## src/rtl/aes_seq_ctrl.sv

```systemverilog
// aes_seq_ctrl: command-level sequencer for the byte-serial AES core.
// It takes one 128-bit key/data command, streams the key and data bytes into
// the core, pulses start, waits out the core latency, shifts the 16 result
// bytes back and presents them as one 128-bit response.
//
// state    | meaning
// ---------+-----------------------------------------------------------
// S_IDLE   | cmd_ready high, waiting for a command
// S_LDKEY  | 16 cycles of aes_loadkey with key bytes 0..15
// S_LDDATA | 16 cycles of aes_load_shift with data bytes 0..15
// S_START  | one-cycle aes_staenc or aes_stadec pulse
// S_WAIT   | CORE_LAT idle cycles while the core computes
// S_UNLOAD | 16 shift cycles plus DOUT_LAT drain, result bytes captured
// S_RESP   | rsp_valid held until rsp_ready
module aes_seq_ctrl #(
    parameter int CORE_LAT = 13,
    parameter int DOUT_LAT = 1
) (
    input  logic         clk,
    input  logic         rst,
    input  logic         cmd_valid,
    output logic         cmd_ready,
    input  logic         cmd_dec,
    input  logic         cmd_newkey,
    input  logic [127:0] cmd_key,
    input  logic [127:0] cmd_data,
    output logic         rsp_valid,
    input  logic         rsp_ready,
    output logic [127:0] rsp_data,
    output logic         rsp_err,
    output logic         busy,
    output logic [7:0]   aes_din,
    output logic         aes_loadkey,
    output logic         aes_load_shift,
    output logic         aes_staenc,
    output logic         aes_stadec,
    input  logic [7:0]   aes_dout
);

    localparam int UNL_LEN = 16 + DOUT_LAT;
    localparam int WMAX    = (CORE_LAT > UNL_LEN) ? CORE_LAT : UNL_LEN;
    localparam int WW      = $clog2(WMAX + 1);

    localparam logic [WW-1:0] WAIT_TOP  = WW'(CORE_LAT - 1);
    localparam logic [WW-1:0] UNL_TOP   = WW'(UNL_LEN - 1);
    localparam logic [WW-1:0] SHIFT_END = WW'(16);
    localparam logic [WW-1:0] CAP_START = WW'(DOUT_LAT);
    localparam logic [WW-1:0] W_ZERO    = '0;
    localparam logic [WW-1:0] W_ONE     = WW'(1);

    typedef enum logic [2:0] {
        S_IDLE   = 3'd0,
        S_LDKEY  = 3'd1,
        S_LDDATA = 3'd2,
        S_START  = 3'd3,
        S_WAIT   = 3'd4,
        S_UNLOAD = 3'd5,
        S_RESP   = 3'd6
    } state_t;

    state_t         state, state_nx;
    logic [3:0]     cnt, cnt_nx;
    logic [WW-1:0]  wcnt, wcnt_nx;
    logic [127:0]   key_q, key_nx;
    logic [127:0]   data_q, data_nx;
    logic           dec_q, dec_nx;
    logic           key_loaded, key_loaded_nx;
    logic [127:0]   rsp_data_nx;
    logic           rsp_err_nx;

    logic           accept;
    logic [WW-1:0]  unl_idx;
    logic [WW-1:0]  unl_idx_nx;

    logic           cmd_ready_nx;
    logic           rsp_valid_nx;
    logic           busy_nx;
    logic [7:0]     aes_din_nx;
    logic           aes_loadkey_nx;
    logic           aes_load_shift_nx;
    logic           aes_staenc_nx;
    logic           aes_stadec_nx;

    // cmd_ready is only ever high in IDLE, the state check keeps accept local
    assign accept     = cmd_valid && cmd_ready && (state == S_IDLE);
    // unload cycle number counted up from the down-counting wait counter
    assign unl_idx    = UNL_TOP - wcnt;
    assign unl_idx_nx = UNL_TOP - wcnt_nx;

    // next-state, counters, command latch and result capture
    always_comb begin
        state_nx      = state;
        cnt_nx        = cnt;
        wcnt_nx       = wcnt;
        key_nx        = key_q;
        data_nx       = data_q;
        dec_nx        = dec_q;
        key_loaded_nx = key_loaded;
        rsp_data_nx   = rsp_data;
        rsp_err_nx    = rsp_err;

        case (state)
            S_IDLE: begin
                if (accept) begin
                    key_nx     = cmd_key;
                    data_nx    = cmd_data;
                    dec_nx     = cmd_dec;
                    cnt_nx     = 4'd0;
                    rsp_err_nx = 1'b0;
                    if (cmd_newkey) begin
                        state_nx = S_LDKEY;
                    end else if (key_loaded) begin
                        state_nx = S_LDDATA;
                    end else begin
                        state_nx    = S_RESP;
                        rsp_err_nx  = 1'b1;
                        rsp_data_nx = '0;
                    end
                end
            end
            S_LDKEY: begin
                cnt_nx = cnt + 4'd1;
                if (cnt == 4'd15) begin
                    state_nx      = S_LDDATA;
                    key_loaded_nx = 1'b1;
                end
            end
            S_LDDATA: begin
                cnt_nx = cnt + 4'd1;
                if (cnt == 4'd15) begin
                    state_nx = S_START;
                end
            end
            S_START: begin
                state_nx = S_WAIT;
                wcnt_nx  = WAIT_TOP;
            end
            S_WAIT: begin
                if (wcnt == W_ZERO) begin
                    state_nx = S_UNLOAD;
                    wcnt_nx  = UNL_TOP;
                end else begin
                    wcnt_nx = wcnt - W_ONE;
                end
            end
            S_UNLOAD: begin
                // first captured byte ends up in [7:0] after 16 right shifts
                if (unl_idx >= CAP_START) begin
                    rsp_data_nx = {aes_dout, rsp_data[127:8]};
                end
                if (wcnt == W_ZERO) begin
                    state_nx = S_RESP;
                end else begin
                    wcnt_nx = wcnt - W_ONE;
                end
            end
            S_RESP: begin
                if (rsp_ready) begin
                    state_nx = S_IDLE;
                end
            end
            default: begin
                state_nx = S_IDLE;
            end
        endcase
    end

    // output values for the coming cycle, derived from the next state so
    // every output can be a plain register aligned with its state
    always_comb begin
        cmd_ready_nx      = (state_nx == S_IDLE);
        busy_nx           = (state_nx != S_IDLE);
        rsp_valid_nx      = (state_nx == S_RESP);
        aes_din_nx        = 8'd0;
        aes_loadkey_nx    = 1'b0;
        aes_load_shift_nx = 1'b0;
        aes_staenc_nx     = 1'b0;
        aes_stadec_nx     = 1'b0;

        case (state_nx)
            S_LDKEY: begin
                aes_loadkey_nx = 1'b1;
                aes_din_nx     = key_nx[{cnt_nx, 3'b000} +: 8];
            end
            S_LDDATA: begin
                aes_load_shift_nx = 1'b1;
                aes_din_nx        = data_nx[{cnt_nx, 3'b000} +: 8];
            end
            S_START: begin
                aes_staenc_nx = !dec_nx;
                aes_stadec_nx = dec_nx;
            end
            S_UNLOAD: begin
                aes_load_shift_nx = (unl_idx_nx < SHIFT_END);
            end
            default: begin
                aes_din_nx = 8'd0;
            end
        endcase
    end

    // state, datapath and output registers
    always_ff @(posedge clk or posedge rst) begin
        if (rst) begin
            state          <= S_IDLE;
            cnt            <= 4'd0;
            wcnt           <= '0;
            key_q          <= '0;
            data_q         <= '0;
            dec_q          <= 1'b0;
            key_loaded     <= 1'b0;
            rsp_data       <= '0;
            rsp_err        <= 1'b0;
            cmd_ready      <= 1'b1;
            rsp_valid      <= 1'b0;
            busy           <= 1'b0;
            aes_din        <= 8'd0;
            aes_loadkey    <= 1'b0;
            aes_load_shift <= 1'b0;
            aes_staenc     <= 1'b0;
            aes_stadec     <= 1'b0;
        end else begin
            state          <= state_nx;
            cnt            <= cnt_nx;
            wcnt           <= wcnt_nx;
            key_q          <= key_nx;
            data_q         <= data_nx;
            dec_q          <= dec_nx;
            key_loaded     <= key_loaded_nx;
            rsp_data       <= rsp_data_nx;
            rsp_err        <= rsp_err_nx;
            cmd_ready      <= cmd_ready_nx;
            rsp_valid      <= rsp_valid_nx;
            busy           <= busy_nx;
            aes_din        <= aes_din_nx;
            aes_loadkey    <= aes_loadkey_nx;
            aes_load_shift <= aes_load_shift_nx;
            aes_staenc     <= aes_staenc_nx;
            aes_stadec     <= aes_stadec_nx;
        end
    end

endmodule

```

## config.mk

```make
export PLATFORM = sky130hd
export DESIGN_NAME = aes_seq_ctrl
export DESIGN_NICKNAME = d
export VERILOG_FILES = /design/src/rtl/aes_seq_ctrl.sv
export SDC_FILE = /design/constraint.sdc
export NUM_CORES = 1
export LEC_CHECK = 0
export BUFFER_PORTS_ARGS = -buffer_cell sky130_fd_sc_hd__buf_2
export CORE_MARGIN = 2
export CORE_UTILIZATION = 54
export DETAILED_ROUTE_END_ITERATION = 10
export HOLD_SLACK_MARGIN = 0.03
export PLACE_DENSITY_LB_ADDON = 0.1
export SLEW_MARGIN = 20
export SYNTH_ARGS = -nofsm -noshare
export SYNTH_HDL_FRONTEND = slang
export SYNTH_SLANG_ARGS = --single-unit
export TNS_END_PERCENT = 100
```

## constraint.sdc

```tcl
create_clock -name clk -period 16.3 [get_ports clk]
set_input_delay 3.26 -clock clk [delete_from_list [all_inputs] [get_ports clk]]
set_output_delay 3.26 -clock clk [all_outputs]
set_load 0.1 [all_outputs]
```

---- Yosys cells after proc, flatten, opt, wreduce, memory -nomap -nowiden ----
Cells that the tools add are included.
cells by class
  add/subtract/negate cells ............... 4
  $lt $le $gt $ge ......................... 2
  eq/ne operators ......................... 16
  shift-type cells ........................ 2
  mux-type cells .......................... 32
  reduce and logical (&&, ||, !) cells .... 12
operator list
  kind                                                                number
  two-way mux 128 bit                                                 8
  case mux 128 bit (2 select lines)                                   1
  indexed part select 128 x 8 -> 8 bit                                2
  two-way mux 3 bit                                                   8
  case mux 3 bit (7 select lines)                                     1
  case mux 8 bit (2 select lines)                                     1
  equality test 3 bit (second input constant)                         5
  case mux 5 bit (3 select lines)                                     1
  equality test 3 x 2 -> 1 bit (second input constant)                4
  two-way mux 5 bit                                                   2
  subtractor 5 bit (first input constant)                             2
  inequality test 2 bit (second input constant)                       4
  case mux 4 bit (2 select lines)                                     1
  two-way mux 1 bit                                                   7
  equality test 3 x 1 -> 1 bit (second input constant)                2
  zero test 3 bit                                                     2
  greater-or-equal comparator 5 x 1 -> 1 bit (second input constant)  1
  zero test 5 bit                                                     1
  less-than comparator 5 bit (second input constant)                  1
  AND reduction 5 bit                                                 1
  subtractor 5 x 1 -> 5 bit (second input constant)                   1
  adder 4 x 1 -> 4 bit (second input constant)                        1
  equality test 4 bit (second input constant)                         1
  two-way mux 4 bit                                                   1
  other kinds (7)                                                     9
storage, ports and cells
  flip-flop bits (word level) ............. 414
  bits of input ports ..................... 270
  output and inout bits ................... 144
  word-level logic and storage cells ...... 85

---- Logic depth before layout (Yosys ltp) ----
Gate-level depths: netlist (run 1).
  depth after elaboration ................. 6
  mapped depth ............................ 16
  gate-level depth less buffers ........... 13

---- Worst setup path after synthesis (run 1) ----
Ideal clock, no wire load.
  kind .................................... input-to-reg
  start ................................... input cmd_valid
  end ..................................... register aes_din[4]
  setup time .............................. 87 ps
  arrival time ............................ 5519 ps
  required time ........................... 16213 ps
  setup slack ............................. 10694 ps
  cell stages on the path ................. 11
  path buffers ............................ 3
  cells stage by stage .................... nand2_1 or4_1 buf_2 o211a_1 buf_4 nor2_8 buf_6 mux4_2 a2111oi_0 o21ai_0 o211ai_1
between the ends
  word-level cells in the longest chain between the ends .. 6
  elaborated cells on any way between the ends .. 15
RTL lines
  what                                                          RTL line  RTL
  from (decl)                                                   21        input logic cmd_valid,
  logical AND 1 bit * (2 in a row)                              85        assign accept = cmd_valid && cmd_ready && (state == S_IDLE);
  two-way mux 4 bit (tied with other cells)                     104       if (accept) begin
  case mux 4 bit (2 select lines) (tied with other cells)       102       case (state)
  indexed part select 128 x 8 -> 8 bit (tied with other cells)  187       aes_din_nx = data_nx[{cnt_nx, 3'b000} +: 8];
  case mux 8 bit (2 select lines) *                             180       case (state_nx)
  via aes_din_nx[4]                                             78        logic [7:0] aes_din_nx;
  to (signal assigned)                                          235       aes_din <= aes_din_nx;
  to (decl)                                                     32        output logic [7:0] aes_din,
The timed path passes the listed nets; every way through them passes the cells marked *.
A chain may end at the register's enable or synchronous reset.

---- Worst setup path after layout (run 1) ----
  start ................................... input cmd_valid
  end ..................................... register aes_din[1]
The elaborated chain is that of the path after synthesis.

==> results of run 1 <==
[worst paths after layout]
kind / from / endpoint / slack [ps] / cells past startpoint
worst max-delay path: cmd_valid / aes_din[1] / 8990 / 10
worst min-delay path: dec_q / aes_staenc / 440 / 1
worst max register to register: state[2] / aes_din[1] / 11150 / 8
worst min register to register: dec_q / aes_staenc / 440 / 1
max in group asynchronous: rst / rsp_data[111] / 11190 / 4
min in group asynchronous: rst / data_q[107] / 2940 / 2
[sequential cells by signal (all words and copies together), names as in the netlist, 3 cells and up]
| name | count |
|---|---|
| cnt | 4 |
| wcnt | 5 |
| aes_din | 8 |
| data_q | 128 |
| state | 3 |
| rsp_data | 128 |
| key_q | 128 |
[cell usage after synthesis (5+ instances only)]
cell / instances / share of area
inv_1: 43 / 0.0090
o21ba_2: 10 / 0.0056
nand2b_1: 14 / 0.0049
o221ai_1: 6 / 0.0029
a22o_1: 128 / 0.062
or3_1: 5 / 0.0017
nor3_1: 31 / 0.0086
buf_1: 11 / 0.0023
ha_1: 6 / 0.0042
mux4_2: 28 / 0.035
nand3_1: 7 / 0.0020
nand2_1: 552 / 0.12
a21oi_1: 33 / 0.0092
o21ai_0: 12 / 0.0033
dfrtp_1: 413 / 0.58
mux2i_1: 81 / 0.045
xor2_1: 5 / 0.0024
o311ai_0: 5 / 0.0024
nor2_1: 36 / 0.0075
buf_2: 42 / 0.012
clkbuf_1: 51 / 0.011
o211ai_1: 10 / 0.0042
a2111oi_0: 8 / 0.0039
o21a_1: 9 / 0.0038
or2_2: 7 / 0.0024
mux2_2: 53 / 0.033
[layout make-up]
cell class                 count  area (um2)
antenna                        6        15.0
clock buffer                  66        1330
clock inverter                 8         140
fill                        2590       10900
inverter                      45         179
multi-input combinational   1096        6960
sequential                   414       10400
tap                          442         553
timing repair buffer         424        2170
[stage by stage]
| stage | hold WS, ps | std cells |
|---|---|---|
| 2_1_floorplan | 412 | 1667 |
| 3_3_place_gp | 423 | 2421 |
| 3_5_place_dp | 441 | 2421 |
| 4_1_cts | 447 | 2495 |
| 5_1_grt | 465 | 2500 |
| 6_report | 444 | 2501 |
[cell families (layout without fill, tap and decap cells)]
kind of cell             Yosys count  in the layout  share of synthesized area
AO/OA/AOI/OAI                    254            254                      0.114
XOR/XNOR                           6              6                    0.00293
adder cells (fa/ha/maj)            6              6                    0.00418
buffers and inverters            157            543                     0.0384
flip-flops                       414            414                      0.577
multiplexers                     163            163                      0.115
other                              0              6                          0
AND/OR/NAND/NOR                  667            667                      0.149
[metal layers]
metal	up-vias	global-route usage	part of all wire
met5	-	0	0.00050
met4	4	0.0877	0.027
met3	85	0.0557	0.080
met2	572	0.439	0.46
met1	6983	0.414	0.43
li1	6422	-	-
[worst register-to-register path, delay by kind of cell, from the launching register on]
family / cells / cell delay, ps
AO/OA/AOI/OAI: 5 / 2300
buffers and inverters: 1 / 860
flip-flops: 1 / 560
AND/OR/NAND/NOR: 2 / 1370
[power groups by stage]
| stage | clock network, mW | logic (mW) | registers, mW |
|---|---|---|---|
| floorplan | 0 | 1.14 | 2.14 |
| global placement | 0 | 2.15 | 1.58 |
| detailed placement | 0 | 2.18 | 1.60 |
| CTS | 1.03 | 2.19 | 1.58 |
| global route | 1.08 | 2.35 | 1.62 |
| finish | 1.02 | 2.20 | 1.58 |
==> impl_metrics.yaml, run 1 <==
finish:
  mostFrequentLayoutCell: "nand2_1"
  post-route-util: 0.666
  drive_above_1_share: 0.294
  syn_to_final_growth_pct: 20.9
  design_area_um2: 21700
  nets: 2300
  final_cell_mix: "nand2_1, dfrtp_1, buf_2"
hold_path:
  hold_path.class: "reg2reg"
global_routing:
  first_global_vias: 13722
  grt_first_pass_wirelength_um: 78300
  grt_max_degree: 209
  track_usage: 0.285
  overflow: 0
  antenna_found_initial: 7
routing:
  wl_per_cell_um: 20.0
  vias: 14066
  drc: 0
  drt-total-wl_um: 50000
  drtIter0Drc: 1251
  dr.pass1.iters: 5
  ant_nets: 0
  viasPerCell: 5.62
power_and_ir_drop:
  p_comb_frac: 0.458
  power.density_nw_per_um2: 221
  p_seq_frac: 0.330
  internal_power_mw: 2.68
  power_mw: 4.80
  leakagePower_nw: 11.6
  ir_drop_v: 0.000126
  switchingPower_mw: 2.12
  swShare: 0.442
  p_clk_frac: 0.212
worst_setup_path:
  end_kind: "register"
  critPathArrivalTime_ps: 7760
  cpPeakStageDelay_ps: 860
  cp_max_fo: 70
  crit_family: "compound AO/OA/AOI/OAI gates"
  crit_slowest_cell: "buf_4"
  path_cells: "buf_2 -> nand2_1 -> or4_4 -> o211a_1 -> nor2_8 -> buf_4 -> o21ai_1 -> a2111oi_0 -> o21ai_0 -> o211ai_1"
  crit_buf_inv: 2
  required_ps: 16750
  start_kind: "primary input"
  path_class: "in2reg"
timing:
  rsz0062_at_grt: "no"
  setup_viol: 0
  worstMarginPinSlew_ps: 1150
  hold_viol: 0
  finClkSkew_ps: 20.6
  finalCritPeriodShare: 0.448
  slew_violations: 0
  max_freq_mhz: 137
  slew_headroom: 0.230
  tns_ps: 0
  period_needed_ps: 7310
  worst_slack_ps: 8990
clocking:
  post_cts_buffers: 0
  clock-sinks: 414
  insertion_delay_ps: 540
  ctsResizeCount: 0
  clockBufferDepth: 3
  cts_root_buf: "clkbuf_16"
  htree_levels: 2
  numCtsBuffers: 43
  clk_pin_slew_worst_paths_ps: 60
  cts_hold_buf: 0
  cts_tree: "yes"
placed_design:
  dp_slack_ps: 8550
  numPortBuffers: 413
  routabilityCongestion: 0.880
  dp_hpwl_um: 34100
  place_area_um2: 20200
outcome:
  outcome: "finished, final reports clean"
logic_synthesis:
  synth_cell_types: 63
  ys_warn_count: 0
  synth_ff_type: "dfrtp_1"
  ys_seq_area_frac: 0.577
  synth_edf_count: 0
  synth_area_per_cell_um2: 10.8
  syn_inst: 1667
  async_flop_share: 1.00
  yosys_register_bits: 414
  syn_nets: 1943
  netlist_area_um2: 18000
die:
  initial_utilization: 0.551
  die_y_um: 186
  core_area_um2: 32600
  ioPinCount: 414
  die_w_um: 186
  rows: 66
  die_area_um2: 34700
job:
  cap_viol_max_count: 0
Note: power is estimated with default switching activity, not from simulation.
==> inputs of run 2 (changes only) <==
- CORE_UTILIZATION: 54 -> 49
- clock period: 16.3 -> 6.7 ns (I/O delays scaled with it)
==> run 2 against run 1 <==
- clock power is 130% higher
- first-iteration DRC count is 15% lower
- routed wire length is 3.3% higher
- sequential power is 140% higher
- power is 140% higher
- via count is 0.25% lower
- register-to-register slack worse by 9400 ps
==> impl_metrics.yaml, run 2 (same netlist as run 1, synthesis figures left out) <==
outcome:
  outcome: "finished, final reports clean"
routing:
  drtIter0Drc: 1058
  viasPerCell: 5.53
  wl_per_cell_um: 20.4
  ant_nets: 0
  dr.pass1.iters: 5
  vias: 14031
  drt-total-wl_um: 51600
  drc: 0
clocking:
  post_cts_buffers: 0
  cts_root_buf: "clkbuf_16"
  cts_hold_buf: 0
  htree_levels: 2
  cts_tree: "yes"
  insertion_delay_ps: 570
  clockBufferDepth: 3
  numCtsBuffers: 44
  ctsResizeCount: 0
  clk_pin_slew_worst_paths_ps: 60
  clock-sinks: 414
placed_design:
  numPortBuffers: 413
  place_area_um2: 20300
  dp_hpwl_um: 35900
  dp_slack_ps: 1190
  routabilityCongestion: 0.843
global_routing:
  first_global_vias: 13652
  grt_first_pass_wirelength_um: 79200
  track_usage: 0.269
  overflow: 0
  grt_max_degree: 212
  antenna_found_initial: 7
worst_setup_path:
  required_ps: 7180
  end_kind: "register"
  path_class: "in2reg"
  cp_max_fo: 49
  start_kind: "primary input"
  critPathArrivalTime_ps: 5590
power_and_ir_drop:
  internal_power_mw: 6.41
  p_comb_frac: 0.464
  leakagePower_nw: 11.6
  swShare: 0.448
  power.density_nw_per_um2: 535
  power_mw: 11.6
  p_seq_frac: 0.332
  p_clk_frac: 0.204
  ir_drop_v: 0.000366
  switchingPower_mw: 5.21
die:
  ioPinCount: 414
  rows: 70
  initial_utilization: 0.494
  die_area_um2: 38200
  core_area_um2: 36300
  die_w_um: 195
  die_y_um: 195
timing:
  rsz0062_at_grt: "no"
  tns_ps: 0
  hold_viol: 0
  period_needed_ps: 5110
  slew_violations: 0
  setup_viol: 0
  finClkSkew_ps: 20.8
  finalCritPeriodShare: 0.762
  max_freq_mhz: 196
  worst_slack_ps: 1590
  worstMarginPinSlew_ps: 1200
  slew_headroom: 0.199
finish:
  final_cell_mix: "nand2_1, dfrtp_1, buf_2"
  mostFrequentLayoutCell: "nand2_1"
  multi_input_area_um2: 6960
  drive_above_1_share: 0.293
  reg_top3: "data_q: 128 flops, key_q: 128 flops, rsp_data: 128 flops"
  syn_to_final_growth_pct: 20.9
  regArea_um2: 10400
  nets: 2305
  fillers: 3128
  design_area_um2: 21700
  post-route-util: 0.597
job:
  cap_viol_max_count: 0
hold_path:
  hold_path.class: "reg2reg"
[run 2: changes by cell type in the layout (fill, tap and decap cells not counted), moves of 2 or more]
cell and change:
bufinv_16 -2, clkbuf_1 +7, a2111oi_0 +4, clkbuf_8 -6, clkinv_2 +2, inv_6 +2, a2111oi_1 -4, buf_12 +2
[run 2: worst paths after layout]
check / startpoint / end / slack, ps / depth (start not counted)
worst max-delay path: cmd_valid / aes_din[1] / 1590 / 9
worst min-delay path: dec_q / aes_staenc / 440 / 1
worst max register to register: state[1] / aes_din[1] / 1770 / 7
worst min register to register: dec_q / aes_staenc / 440 / 1
max in group asynchronous: rst / data_q[2] / 4330 / 4
min in group asynchronous: rst / rsp_data[20] / 1020 / 3
[run 2: cell type report]
type	count	area share
clock buffer	67	0.0584
antenna	7	0.000807
tap	468	0.0270
sequential	414	0.477
inverter	45	0.00807
timing repair buffer	428	0.103
multi-input combinational	1096	0.320
clock inverter	10	0.00496
[run 2: power groups by stage]
stage          Clock [mW]  Combinational (mW)  Sequential, mW
6_report             2.37                5.39            3.86
3_3_place_gp            0                5.29            3.85
3_5_place_dp            0                5.36            3.89
2_1_floorplan           0                2.76            5.20
4_1_cts              2.41                5.37            3.86
5_1_grt              2.51                5.76            3.96
[run 2: metrics by stage]
| stage | std cells | hold slack (ps) |
|---|---|---|
| 5_1_grt | 2534 | 488 |
| 2_1_floorplan | 1667 | 412 |
| 6_report | 2535 | 441 |
| 4_1_cts | 2527 | 444 |
| 3_5_place_dp | 2450 | 433 |
| 3_3_place_gp | 2450 | 425 |
[run 2: per-layer routing]
metal  vias to the layer above  track usage  part of all wire
li1                       6451            -                 -
met1                      7047        0.391              0.45
met2                       460        0.408              0.46
met3                        71       0.0541             0.062
met4                         2       0.0848             0.023
met5                         -            0           0.00023
[run 2: worst max-delay path, stage by stage]
cell and delay (ps):
buf_2 100, nand2_1 70, or4_4 740, o211a_1 710, nor2_8 760, mux4_2 410
a2111oi_0 980, o21ai_0 290, o211ai_1 170
